File: config.mk
export PLATFORM = sky130hd
export DESIGN_NAME = clock_group_reset_sequencer
export DESIGN_NICKNAME = d
export VERILOG_FILES = /design/src/rtl/clock_group_pkg.sv /design/src/rtl/reset_sync_async_low.sv /design/src/rtl/clock_group_reset_sequencer.sv
export SDC_FILE = /design/constraint.sdc
export NUM_CORES = 1
export LEC_CHECK = 0
export CAP_MARGIN = 20
export CELL_PAD_IN_SITES_DETAIL_PLACEMENT = 1
export CELL_PAD_IN_SITES_GLOBAL_PLACEMENT = 2
export CORE_ASPECT_RATIO = 0.5
export CORE_MARGIN = 1.5
export CORE_UTILIZATION = 34
export CTS_CLUSTER_DIAMETER = 200
export DETAILED_ROUTE_END_ITERATION = 7
export PLACE_DENSITY = 0.85
export REMOVE_ABC_BUFFERS = 1
export SLEW_MARGIN = 30
export SYNTH_ARGS = -nofsm -noshare
export SYNTH_HDL_FRONTEND = slang
export SYNTH_SLANG_ARGS = --single-unit
File: constraint.sdc
create_clock -name clock -period 1.2 [get_ports clock]
set_input_delay 0.18 -clock clock [delete_from_list [all_inputs] [get_ports clock]]
set_output_delay 0.18 -clock clock [all_outputs]
set_load 0.1 [all_outputs]
File: src/rtl/clock_group_pkg.sv
// Shared types and elaboration helpers for clock-group reset sequencers.
package clock_group_pkg;

  typedef enum logic [1:0] {
    StHold,
    StSeq,
    StRun,
    StPulse
  } seq_state_e;

  // Counter must hold max(stagger, pulse) - 1; never narrower than one bit.
  function automatic int unsigned cnt_width(input int unsigned stagger,
                                            input int unsigned pulse);
    int unsigned m;
    m = (stagger > pulse) ? stagger : pulse;
    return ($clog2(m) > 0) ? $clog2(m) : 1;
  endfunction

  function automatic bit params_legal(input int unsigned n_members,
                                      input int unsigned sync_stages,
                                      input int unsigned stagger,
                                      input int unsigned pulse);
    return (n_members >= 1) && (n_members <= 16) && (sync_stages >= 2) &&
           (stagger >= 2) && (pulse >= 1);
  endfunction

endpackage

File: src/rtl/reset_sync_async_low.sv
// Active-low reset synchroniser: asynchronous assert, synchronous deassert.
module reset_sync_async_low #(
  parameter int unsigned SYNC_STAGES = 2
) (
  input  logic clock,
  input  logic reset,
  output logic rst_sync
);

  logic [SYNC_STAGES-1:0] sync_q;

  always_ff @(posedge clock or negedge reset) begin
    if (!reset) begin
      sync_q <= '0;
    end else begin
      sync_q <= {sync_q[SYNC_STAGES-2:0], 1'b1};
    end
  end

  assign rst_sync = sync_q[SYNC_STAGES-1];

endmodule

File: src/rtl/clock_group_reset_sequencer.sv
// Staggered clock-enable / reset bring-up for a clock group, with per-member
// reset re-pulse requests once the group is running.
module clock_group_reset_sequencer
  import clock_group_pkg::*;
#(
  parameter int unsigned N_MEMBERS      = 4,
  parameter int unsigned SYNC_STAGES    = 2,
  parameter int unsigned STAGGER_CYCLES = 16,
  parameter int unsigned PULSE_CYCLES   = 8,
  parameter int unsigned IDX_W          = (N_MEMBERS > 1) ? $clog2(N_MEMBERS) : 1
) (
  input  logic                 clock,
  input  logic                 reset,
  output logic [N_MEMBERS-1:0] member_clock_en,
  output logic [N_MEMBERS-1:0] member_reset,
  output logic                 all_released,
  input  logic                 req_valid,
  output logic                 req_ready,
  input  logic [IDX_W-1:0]     req_member,
  output logic                 req_error
);

  localparam int unsigned CntW = cnt_width(STAGGER_CYCLES, PULSE_CYCLES);
  localparam logic [CntW-1:0] StaggerLoad = CntW'(STAGGER_CYCLES - 1);
  localparam logic [CntW-1:0] PulseLoad = CntW'(PULSE_CYCLES - 1);
  localparam logic [IDX_W:0] NumMembers = (IDX_W + 1)'(N_MEMBERS);
  localparam logic [IDX_W:0] LastIdx = (IDX_W + 1)'(N_MEMBERS - 1);
  localparam logic [N_MEMBERS-1:0] One = N_MEMBERS'(1);

  if (!params_legal(N_MEMBERS, SYNC_STAGES, STAGGER_CYCLES, PULSE_CYCLES)) begin : gen_bad_params
    $error("clock_group_reset_sequencer: illegal parameter set");
  end

  logic rst_sync;

  reset_sync_async_low #(
    .SYNC_STAGES(SYNC_STAGES)
  ) u_reset_sync (
    .clock   (clock),
    .reset   (reset),
    .rst_sync(rst_sync)
  );

  seq_state_e             state_q, state_d;
  logic [CntW-1:0]        cnt_q, cnt_d;
  logic [IDX_W-1:0]       idx_q, idx_d;
  logic [N_MEMBERS-1:0]   en_q, en_d;
  logic [N_MEMBERS-1:0]   mrst_q, mrst_d;
  logic                   err_q, err_d;
  logic                   rel_q, rel_d;

  always_comb begin
    state_d = state_q;
    cnt_d   = cnt_q;
    idx_d   = idx_q;
    en_d    = en_q;
    mrst_d  = mrst_q;
    err_d   = 1'b0;

    case (state_q)
      StHold: begin
        state_d = StSeq;
        idx_d   = '0;
        cnt_d   = StaggerLoad;
        en_d    = en_q | One;
      end
      StSeq: begin
        if (cnt_q == '0) begin
          mrst_d = mrst_q & ~(One << idx_q);
          if ({1'b0, idx_q} < LastIdx) begin
            idx_d = idx_q + 1'b1;
            en_d  = en_q | (One << idx_d);
            cnt_d = StaggerLoad;
          end else begin
            state_d = StRun;
          end
        end else begin
          cnt_d = cnt_q - 1'b1;
        end
      end
      StRun: begin
        if (req_valid) begin
          if ({1'b0, req_member} < NumMembers) begin
            mrst_d  = mrst_q | (One << req_member);
            idx_d   = req_member;
            cnt_d   = PulseLoad;
            state_d = StPulse;
          end else begin
            // Out-of-range requests are consumed so the controller never stalls.
            err_d = 1'b1;
          end
        end
      end
      StPulse: begin
        if (cnt_q == '0) begin
          mrst_d  = mrst_q & ~(One << idx_q);
          state_d = StRun;
        end else begin
          cnt_d = cnt_q - 1'b1;
        end
      end
      default: state_d = StHold;
    endcase

    rel_d = (state_d == StRun);
  end

  // rst_sync is itself cleared asynchronously by reset, so this covers both.
  always_ff @(posedge clock or negedge rst_sync) begin
    if (!rst_sync) begin
      state_q <= StHold;
      cnt_q   <= '0;
      idx_q   <= '0;
      en_q    <= '0;
      mrst_q  <= '1;
      err_q   <= 1'b0;
      rel_q   <= 1'b0;
    end else begin
      state_q <= state_d;
      cnt_q   <= cnt_d;
      idx_q   <= idx_d;
      en_q    <= en_d;
      mrst_q  <= mrst_d;
      err_q   <= err_d;
      rel_q   <= rel_d;
    end
  end

  assign member_clock_en = en_q;
  assign member_reset    = mrst_q;
  assign all_released    = rel_q;
  assign req_error       = err_q;
  assign req_ready       = (state_q == StRun);

endmodule

==> flow_metrics.tcl <==
set metrics [dict create \
    status "finished with violations" \
    violations "DRC, setup timing" \
    antenna-diode-count 0 \
    fin_nets 187 \
    gp_congestion 0.806 \
    reg2reg_setup_slack_ps -520 \
    path_class "flop to flop" \
    crit_end "cnt_q[1]" \
    startpoint_type "flop" \
    antenna_left 0 \
    max_freq_ghz 0.583 \
    r2r-start "cnt_q[1]" \
    hold_viol 0 \
    initial_utilization 0.367 \
    ys_seq_area_frac 0.422 \
    synth_largest_area_cell "dfrtp_1" \
    clk_path_buf_depth 2 \
    rsz0062_at_grt "yes" \
    crit_path_max_incr_delay_ps 410 \
    syn2layout_area_growth_pct 83.2 \
    cts_sinks 19 \
    gr-total-overflow 0 \
    dieArea_um2 3730 \
    async_flop_share 1.00 \
    ir_drop_v 0.000571 \
    vias_per_cell 5.49 \
    startpoint "cnt_q[1]" \
    stdcell_count 209 \
    detail_route.iter0.violations 53 \
    synthTopCellsByArea "dfrtp_1, ha_1, dfstp_2" \
    cp.required_ps 1360 \
    port_buffers 14 \
    critPathMaxFanout 4 \
    grt_pass1_vias 1267 \
    vias 1148 \
    netlist_top_cells_count "dfrtp_1, ha_1, inv_1" \
    synth_ff_type "dfrtp_1" \
    skew_ps 4.67 \
    fin_crit_ps 1720 \
    finalSetupViolations 19 \
    dr.max_layer_used "met4" \
    min_period_over_period 1.43 \
    p_leak_uw 0.000961 \
    ff2ff_path_depth 5 \
    hpwl_um 2690 \
    drc_errors 2 \
    synth_top_cell_area_share 0.330 \
    route.met3.wl_um 171 \
    fin_ws_ps -517 \
    ys_ff_latch 19 \
    synth-edff-count 0 \
    cts_tree "built" \
    wl_um 4840 \
    cp_cell_sequence "inv_2 > ha_4 > or3b_4 > o21ai_4 > mux2_2" \
    cts_htree_levels 1 \
    met2_length_um 2340 \
    wire_per_inst_um 23.1 \
    antenna_found_initial 0 \
    fp.dieH_um 43.9 \
    syn_inst 105 \
    std_cell_rows 14 \
    setup_tns_ps -6820 \
    drive_gt1_frac 0.633 \
    synth_cell_types 42 \
    drv_cap 0 \
    worstPathArrival_ps 1880 \
    die_width_um 84.8 \
    drv_slew 0 \
    syn_area_per_cell_um2 10.8 \
    grt.total_usage 0.274 \
    power.density_nw_per_um2 607 \
    grt_first_pass_wirelength_um 7250 \
    worstSkewPairLatency_ps 270 \
    yosysMostFrequentCell "dfrtp_1" \
    core-area_um2 3100 \
    cts_root_buf "clkbuf_8" \
    met1_length_um 2300 \
    ios 16 \
    grt_start_max_net_pins 13 \
    hold_path_class "input pin to asynchronous set/reset pin" \
    first_pass_iters 6 \
    synthesis.area_um2 1140 \
    dp.cells 193 \
    clk_pin_slew_worst_paths_ps 90 \
    yosysWarnings 0 \
    cts_buffers 3 \
    r2r_end "cnt_q[1]" \
    end_kind "flop" \
    crit_slowest_cell "or3b_4" \
]
sequential cells by signal (all words and copies together), names as in the netlist:
name,count
cnt_q,4
member_clock_en,4
member_reset,4
idx_q,2
state_q,2
u_reset_sync.sync_q,2
all_released,1
cell families after synthesis:
| family | synth area share |
|---|---|
| other cells | 0.00660 |
| mux | 0.0374 |
| buf+inv | 0.0494 |
| compound gates | 0.229 |
| simple gates | 0.124 |
| flops | 0.422 |
| fa+ha+maj | 0.132 |
worst max-delay path: cells and delay by family (launching register included):
| kind | cells | cell delay (ps) |
|---|---|---|
| AND/OR/NAND/NOR | 1 | 410 |
| flip-flops | 1 | 400 |
| multiplexers | 1 | 360 |
| AO/OA/AOI/OAI | 1 | 190 |
| adder cells (fa/ha/maj) | 1 | 160 |
| buffers and inverters | 1 | 90 |
worst min-delay path by stage:
| stage | cells after the start | slack [ps] | start | to |
|---|---|---|---|---|
| final | 1 | 60 | reset | u_reset_sync.sync_q[1] |
| after global routing | 1 | 60 | reset | u_reset_sync.sync_q[1] |
| after CTS | 1 | 60 | reset | u_reset_sync.sync_q[0] |
| after detailed placement | 1 | 190 | u_reset_sync.sync_q[1] | member_clock_en[3] |
| after global placement | 1 | 170 | u_reset_sync.sync_q[1] | member_clock_en[3] |
| after floorplan | 0 | -120 | reset | u_reset_sync.sync_q[0] |
layout by cell type, fill, tap and decap left out, types with 3 or more instances in the layout:
master / n
inv_2: 3
ha_2: 3
ha_4: 3
buf_6: 7
dfstp_2: 4
inv_1: 5
a21o_1: 4
clkdlybuf4s50_1: 4
clkbuf_8: 3
dfrtp_1: 14
buf_12: 10
buf_4: 42
nor2_4: 3
ha_1: 6
layer usage:
metal / track usage / vias to the layer above
met5: 0 / -
met4: 0.0525 / 0
met3: 0.0552 / 2
met2: 0.475 / 37
met1: 0.364 / 604
li1: - / 505
where the power goes:
group          switching, µW  internal [µW]  total, µW
logic                   67.9           36.9        105
clock network            269            236        504
registers               6.48            650        656
final cells by class:
class,instances,area [µm²]
clock inverters,1,7.51
repair buffers,63,634
clock buffers,3,41.3
well taps,40,50.0
fillers,312,1010
flip-flops and latches,19,482
inverters,10,42.5
multi-input cells,73,828
what timing repair did:
item | in CTS | in global routing
pin swaps | 11 | 13
resized for setup | 43 | 19
buffers inserted | 7 | 7
hold buffers | 0 | 0
endpoints found under the setup margin | 19 | 22
per-stage QoR:
step | setup WS [ps] | hold slack, ps | power (µW) | area, µm² | utilization
2_1_floorplan | -1220 | -116 | 717 | 1120 | -
3_3_place_gp | -513 | 166 | 765 | 1690 | 0.544
5_1_grt | -552 | 63.4 | 1300 | 2090 | 0.673
6_report | -517 | 60.5 | 1270 | 2090 | 0.673
4_1_cts | -457 | 60.7 | 1260 | 1970 | 0.634
3_5_place_dp | -584 | 186 | 768 | 1690 | 0.544
No activity file was read; power rests on OpenSTA's default activity.
